<file path="src/rtl/timer_a_counter.sv">
// Timer_A main counter: TAxR, ID/IDEX input divider, MC count modes and TAIFG flag.
// Define TIMERA_IDEX_EN to include the IDEX extended divider stage (divide up to 64).
module timer_a_counter #(
    parameter int unsigned TAR_WIDTH = 16,
    parameter int unsigned PRE_WIDTH = 6
) (
    input  logic                 clk,
    input  logic                 rst_n,
    input  logic                 tick_in,
    input  logic [1:0]           MC,
    input  logic [1:0]           ID,
    input  logic [2:0]           IDEX,
    input  logic                 TACLR,
    input  logic                 TARwr,
    input  logic [TAR_WIDTH-1:0] TARdin,
    input  logic [TAR_WIDTH-1:0] TAxCCR0,
    input  logic                 TAIFGset_sw,
    input  logic                 TAIFGclr_sw,
    input  logic                 TAIFGclr,
    output logic [TAR_WIDTH-1:0] TAR,
    output logic                 wTAIFG,
    output logic                 count_tick,
    output logic                 dir_down,
    output logic                 equ0
);

    typedef enum logic [1:0] {ModeStop, ModeUp, ModeCont, ModeUpDown} mode_e;

    localparam logic [TAR_WIDTH-1:0] TarOne = TAR_WIDTH'(1);

`ifdef TIMERA_IDEX_EN
    localparam int unsigned PreW = PRE_WIDTH;
    logic [2:0] idex_eff;
    assign idex_eff = IDEX;
`else
    localparam int unsigned PreW = 3;
    logic [2:0] idex_eff;
    logic       unused_idex;
    assign idex_eff    = 3'd0;
    assign unused_idex = ^IDEX;
`endif

    mode_e                mode;
    logic [PreW:0]        div_full;
    logic [PreW-1:0]      pre_term;
    logic [PreW-1:0]      pre_q, pre_d;
    logic [TAR_WIDTH-1:0] tar_q, tar_d, tar_cnt;
    logic                 dir_q, dir_d, dir_cnt;
    logic                 ifg_q, ifg_d;
    logic                 tick_q, tick_d;
    logic                 pre_hit, dtick, cnt_ifg;

    assign mode     = mode_e'(MC);
    assign div_full = (PreW + 1)'({1'b0, idex_eff} + 4'd1) << ID;
    assign pre_term = PreW'(div_full - 1'b1);
    // >= so that shrinking the divide on the fly wraps on the very next tick
    assign pre_hit  = pre_q >= pre_term;
    assign dtick    = (mode != ModeStop) && tick_in && !TACLR && !TARwr && pre_hit;

    // Count-mode successor of TAR; only applied when dtick fires.
    always_comb begin
        tar_cnt = tar_q;
        dir_cnt = dir_q;
        cnt_ifg = 1'b0;
        case (mode)
            ModeUp: begin
                dir_cnt = 1'b0;
                if (TAxCCR0 == '0) begin
                    tar_cnt = '0;
                end else if (tar_q == TAxCCR0) begin
                    tar_cnt = '0;
                    cnt_ifg = 1'b1;
                end else if (tar_q > TAxCCR0) begin
                    tar_cnt = '0;
                end else begin
                    tar_cnt = tar_q + 1'b1;
                end
            end
            ModeCont: begin
                dir_cnt = 1'b0;
                tar_cnt = tar_q + 1'b1;
                cnt_ifg = &tar_q;
            end
            ModeUpDown: begin
                if (TAxCCR0 == '0) begin
                    tar_cnt = '0;
                    dir_cnt = 1'b0;
                end else if (!dir_q) begin
                    if (tar_q >= TAxCCR0) begin
                        tar_cnt = tar_q - 1'b1;
                        dir_cnt = 1'b1;
                    end else begin
                        tar_cnt = tar_q + 1'b1;
                    end
                end else if (tar_q <= TarOne) begin
                    tar_cnt = '0;
                    dir_cnt = 1'b0;
                    cnt_ifg = 1'b1;
                end else begin
                    tar_cnt = tar_q - 1'b1;
                end
            end
            default: ;
        endcase
    end

    always_comb begin
        tar_d = tar_q;
        pre_d = pre_q;
        dir_d = dir_q;
        if (TACLR) begin
            tar_d = '0;
            pre_d = '0;
            dir_d = 1'b0;
        end else begin
            // Stop holds direction; only up/continuous force counting up
            if (mode == ModeUp || mode == ModeCont) begin
                dir_d = 1'b0;
            end
            if (TARwr) begin
                tar_d = TARdin;
                pre_d = '0;
            end else if (mode != ModeStop && tick_in) begin
                pre_d = pre_hit ? '0 : pre_q + 1'b1;
                if (pre_hit) begin
                    tar_d = tar_cnt;
                    dir_d = dir_cnt;
                end
            end
        end
    end

    always_comb begin
        tick_d = dtick && (tar_cnt != tar_q);
        if ((dtick && cnt_ifg) || TAIFGset_sw) begin
            ifg_d = 1'b1;
        end else if (TAIFGclr || TAIFGclr_sw) begin
            ifg_d = 1'b0;
        end else begin
            ifg_d = ifg_q;
        end
    end

    always_ff @(posedge clk or negedge rst_n) begin
        if (!rst_n) begin
            tar_q  <= '0;
            pre_q  <= '0;
            dir_q  <= 1'b0;
            ifg_q  <= 1'b0;
            tick_q <= 1'b0;
        end else begin
            tar_q  <= tar_d;
            pre_q  <= pre_d;
            dir_q  <= dir_d;
            ifg_q  <= ifg_d;
            tick_q <= tick_d;
        end
    end

    assign TAR        = tar_q;
    assign wTAIFG     = ifg_q;
    assign count_tick = tick_q;
    assign dir_down   = dir_q;
    assign equ0       = (tar_q == TAxCCR0);

endmodule

</file>
<file path="config.mk">
export PLATFORM = sky130hd
export DESIGN_NAME = timer_a_counter
export DESIGN_NICKNAME = d
export VERILOG_FILES = /design/src/rtl/timer_a_counter.sv
export SDC_FILE = /design/constraint.sdc
export NUM_CORES = 1
export LEC_CHECK = 0
export CAP_MARGIN = 5
export CORE_MARGIN = 2
export CORE_UTILIZATION = 46
export DETAILED_ROUTE_END_ITERATION = 16
export GPL_TIMING_DRIVEN = 0
export PLACE_DENSITY = 0.78
export SETUP_SLACK_MARGIN = 0.2
export SYNTH_ARGS = -nofsm -noshare
export SYNTH_HDL_FRONTEND = slang
export SYNTH_SLANG_ARGS = --single-unit
</file>
<file path="constraint.sdc">
create_clock -name clk -period 2.6 [get_ports clk]
set_input_delay 0.26 -clock clk [delete_from_list [all_inputs] [get_ports clk]]
set_output_delay 0.26 -clock clk [all_outputs]
set_load 0.02 [all_outputs]
</file>
Word level (Yosys, flattened, before mapping):

Index checks and enable logic that the tools add are counted.

* register bits after elaboration: 22
* word-level logic and storage cells: 73
* bits of input ports: 47
* output and inout bits: 20

* $lt $le $gt $ge: 4
* reduce and logical (&&, ||, !) cells: 19
* mux-type cells: 34
* shift operators: 1
* add/subtract/negate cells: 4
* equal/unequal tests: 6

Operators with widths (number)
* two-way mux 16 bit: 11
* one-hot mux 16 bit (3 select lines): 1
* adder 16 x 1 -> 16 bit, second input constant: 1
* equality test 16 bit: 1
* greater-or-equal comparator 16 bit: 1
* > comparator 16 bit: 1
* less-or-equal comparator 16 x 1 -> 1 bit, second input constant: 1
* zero test 16 bit: 1
* two-way mux 1 bit: 16
* inequality test 16 bit: 1
* AND reduction 16 bit: 1
* subtractor 16 x 1 -> 16 bit, second input constant: 1
* two-way mux 3 bit: 4
* logical AND 1 bit: 6
* inequality test 6 x 5 -> 1 bit, second input constant: 1
* nonzero test 3 bit: 2
* equality test 2 bit, second input constant: 2
* nonzero test 2 bit: 2
* adder 3 x 1 -> 3 bit, second input constant: 1
* greater-or-equal comparator 3 bit: 1
* logical OR 1 bit: 3
* one-hot mux 1 bit (3 select lines): 1
* << shifter 1 x 2 -> 3 bit, first input constant: 1
* subtractor 3 x 1 -> 3 bit, second input constant: 1
* 5 further kinds: 6

Longest topological paths before layout:

* word-level depth: 9
* gate-level depth with buffers: 12
* mapped depth without buffers: 11

Worst setup path before layout:

No wires, ideal clock.

* path type: register to register
* start: register tar_q[0] (netlist: TAR[0])
* end: register tick_q (netlist: count_tick)
* period minus slack after synthesis: 2.938 ns
* required time: 2.518 ns
* setup slack: -0.338 ns
* arrival: 2.856 ns
* cell stages (with the launch flop): 13
* setup time: 0.082 ns
* path buffers: 1
* cell sequence: dfrtp_1 -> inv_1 -> ha_1 -> nor2b_1 -> o211ai_1 -> a2111o_1 -> o211a_1 -> a21oi_1 -> clkbuf_1 -> nor2_1 -> a211o_1 -> o221a_1 -> a31oi_1

* longest elaborated chain between the ends: 7
* elaborated cells on any way between the ends: 16
* classes of those cells: 2 x add/sub; 3 x order compare; 2 x eq/ne; 8 x mux; 1 x reduce/logical

Ends and longest elaborated chain
* from (decl): RTL line 47 `logic [TAR_WIDTH-1:0] tar_q, tar_d, tar_cnt;`
* from (signal assigned): RTL line 152 `tar_q <= tar_d;`
* adder 16 x 1 -> 16 bit, or another cell as far along: RTL line 76, 81, 93
* two-way mux 16 bit (on tied branches): RTL line 89, 73, 95
* two-way mux 16 bit (on tied branches): RTL line 88, 70
* two-way mux 16 bit (on tied branches): RTL line 85, 68
* one-hot mux 16 bit (3 select lines): RTL line 65 `case (mode)`
* inequality test 16 bit *: RTL line 134 `tick_d = dtick && (tar_cnt != tar_q);`
* logical AND 1 bit *: RTL line 134
* via tick_d: RTL line 50 `logic tick_q, tick_d;`
* to (signal assigned): RTL line 156 `tick_q <= tick_d;`
* to (decl): RTL line 50

Mark *: on every way through the listed nets, which the timed path passes. The rest lies on a longest branch.
A chain may end at the register's enable or synchronous reset.

Final worst setup path:

* start: register tar_q[2] (netlist: TAR[2])
* end: register tick_q (netlist: count_tick)

The elaborated chain is that of the path after synthesis.

==> key figures <==
Clocking
  • Number of sinks handled by clock tree synthesis: 22
  • Clk Latency, worst-skew pair: 0.28 ns
  • Clock-pin slew of the registers on the worst-case setup and hold paths: roughly 0.10 ns
  • Number of buffers created by CTS: 3
  • Hold-fix buffers, CTS: 0
  • TritonCTS clock tree: done
  • Clock root buffer: clkbuf_8
  • Maximum buffer depth of the clock tree: 2
  • Maximum level of the CTS H-tree: 1

Worst setup path
  • Critical Setup Path Class: register to register
  • Critical Path Slowest Stage Cell: or4_4
  • Arrival time reported for the critical path endpoint: 3.19 ns
  • CP Launch Type: register
  • Endpoint of the worst setup timing path: count_tick
  • Startpoint of the lowest-slack register-to-register path: TAR[2]
  • Slowest cell delay on critical path: about 0.52 ns
  • Ordered list of cells on the worst path: buf_6 > or4_4 > or4_4 > nor3_4 > xnor2_1 > a21oi_2 > a21oi_2 > a211o_1 > o221a_1 > a31oi_1
  • CP Data Required Time: 2.79 ns
  • CP endpoint kind: register
  • Largest fanout on the critical path: 10
  • Reg-to-reg slack, setup: -0.40 ns
  • Worst Reg-to-Reg Cells: 10
  • Crit Reg-Reg Endpoint: count_tick
  • Crit path launch: TAR[2]

Detailed routing
  • Initial detailed-routing violation count: just under 300
  • Remaining DRCs: 0
  • Total iterations of the first detailed-routing run: 7
  • Post-detailed-route wirelength per cell: slightly above 20 um
  • Via Count: around 3600
  • Final wirelength: between 10 and 15 mm
  • Antenna-violating nets left: 0
  • Post-detailed-route via-to-cell ratio: roughly 6.4

Timing
  • Ratio of final minimum period to clock period: 115%
  • Hold Violations, Final: 0
  • Final Max Tran Viols: 0
  • Setup violators final: 17
  • Period minus WS final: 3.00 ns
  • Slew @ Worst Pin: ~1.2 ns
  • RSZ-0062 raised after global routing: yes
  • Max-Slew Margin vs Limit: 20.8%
  • Setup WS post-layout: -0.401 ns
  • Final Skew: a little under 0.01 ns
  • Final hold slack: 0.317 ns
  • Timing-limited maximum frequency: around 330 MHz

Global route
  • Global-route met2 utilization: 55.3%
  • Global-route track usage on met1: 44.5%
  • Number of global-route vias before repair: 3323
  • Top Usage Layer GRT: met2
  • Initial antenna violation count: 0
  • Met3 routing resource usage after global routing: under 10%
  • Total routing resource utilization after global routing: 33.6%
  • Maximum number of pins on one net before global-route repair: 23
  • Wire length of the first global-routing pass: roughly 17 mm
  • Global-route congestion overflow total: 0

Place
  • Dpl ws: -1.11 ns
  • Total instance count after detailed placement: 516
  • Final RePlAce weighted congestion: a little over 1
  • Buffers on Ports: between 60 and 70
  • Placed wire-length estimate: 7.91 mm

Worst hold path
  • Number of stages on the worst hold path: 2
  • Type of the most critical hold path: input pin to register

Final layout
  • Post-layout net count: about 560
  • Area growth syn-to-layout: 56.1%
  • Final core utilization: between 70% and 80%
  • Diode count: 0
  • Fraction of layout instances using a drive strength above 1: 27.9%
  • Non-filler cells, final: between 500 and 600

Logic synthesis
  • Post-synthesis instance area: around 0.0028 mm^2
  • Number of enable-type register cells in the synthesized netlist: 0
  • Ranking of synthesized cells by instance count: 40 x nor2_1, 38 x a21oi_1, 34 x inv_1
  • Post-Synthesis Net Count: 453
  • Cell with the most instances after synthesis: nor2_1
  • Synth Register Bits: 22
  • Unique masters post-synth: 60
  • Largest cells by area after synthesis: dfrtp_1 20%, ha_1 12%, a21oi_1 6.8%
  • Cells after synthesis: about 380
  • Top cell type's share of synthesized area: about a fifth
  • Primary FF master, synth: dfrtp_1
  • Synth warn: 0
  • Async set-reset flop share out of synthesis: 100%
  • Sequential cell area fraction in the yosys report: 19.7%
  • Average cell area after synthesis: roughly 7.4 um^2
  • Cell taking the most area after synthesis: dfrtp_1

Pwr
  • Peak ir drop on the vdd network: ~0.24 mV
  • Leakage: approximately 1.8 nW
  • Cell Pwr Density: between 300 and 400 mW/mm^2
  • Power, Total: between 1 and 1.5 mW

Floorplanning
  • Full die area: about 0.0067 mm^2
  • Starting Density: between 40% and 50%
  • Core Rows: 28
  • Overall die height: between 80 and 90 um
  • # IOs: 67
  • Horizontal die dimension: between 80 and 90 um
  • Floorplan Core Area: ~0.006 mm^2

Run
  • Number of max-cap violations: 0

Outcome
  • Violated checks: negative setup slack
  • Result of the run: complete, but fails checks
[report_power, final]
part | total [mW] | switching, mW | internal [mW]
clock network | 0.338 | 0.132 | 0.206
logic | 0.764 | 0.411 | 0.354
registers | 0.394 | 0.0313 | 0.363
[repair_timing]
| action | CTS | global route |
|---|---|---|
| gates cloned | 0 | 2 |
| pin swaps | 23 | 23 |
| setup buffers | 21 | 13 |
| endpoints found under the setup margin | 19 | 18 |
| gates resized for setup | 65 | 37 |
[flip-flops by register name, summed over array words and instances, names as in the netlist]
register,count
TAR,16
pre_q,3
count_tick,1
dir_down,1
wTAIFG,1
[cell families (layout without fill, tap and decap cells)]
| family | after synthesis | in the layout | share of synthesized area (%) |
|---|---|---|---|
| buffers and inverters | 50 | 151 | 7.24 |
| adders and majority gates | 27 | 27 | 12.1 |
| muxes | 3 | 3 | 1.12 |
| and+or+nand+nor | 131 | 132 | 24.3 |
| AOI/OAI and AO/OA | 133 | 133 | 31.6 |
| DFF | 22 | 22 | 19.7 |
| xor gates and xnor gates | 13 | 13 | 4.06 |
[worst max-delay path, delay by kind of cell (launching register included)]
family          cells  cell delay (ns)
compound gates      5             0.97
flops               1             0.44
buf+inv             1             0.15
simple gates        3             1.24
xor+xnor            1             0.10
[final cells by class]
type	count	area [um^2]
fill	452	1550
tap	75	93.8
timing repair buffer	97	931
clock inverter	1	30.0
buffer	16	100
inverter	34	128
clock buffer	3	41.3
sequential	22	564
multi-input combinational	308	2480
[how the worst min path moves through the flow]
stage               endpoint  startpoint
floorplan             TAR[0]       rst_n
global placement      wTAIFG      wTAIFG
detailed placement    wTAIFG      wTAIFG
finish              dir_down       TACLR
global route        dir_down       TACLR
CTS                 dir_down       TACLR
[metrics by stage]
stage / TNS, ns / cell area, um^2
global route: -5.42 / 4370
finish: -3.91 / 4370
detailed placement: -14.78 / 3600
CTS: -3.23 / 4100
global placement: -14.49 / 3600
floorplan: -1.18 / 2890
[cells in the final DEF, fill, tap and decap left out, types with 7 or more instances in the layout]
cell type,Yosys,routed
nand4_1,8,8
ha_1,27,19
o21ai_0,22,13
dfrtp_2,0,11
dlygate4sd2_1,0,10
a21oi_2,1,12
dfrtp_1,22,11
buf_6,1,11
inv_1,34,30
ha_4,0,8
nand3_1,11,11
buf_4,1,25
o21ai_1,5,9
nor2_1,40,32
nor3_1,8,7
clkdlybuf4s50_1,0,52
nand2_1,25,22
clkbuf_1,11,9
a21oi_1,38,24
xnor2_1,9,8
a221o_1,8,8
[routing by layer]
layer | vias up | wire length (um)
li1 | 1632 | -
met1 | 1661 | 4580
met2 | 218 | 5220
met3 | 41 | 996
met4 | 0 | 472
met5 | - | 0
(Power assumes the default switching activity.)
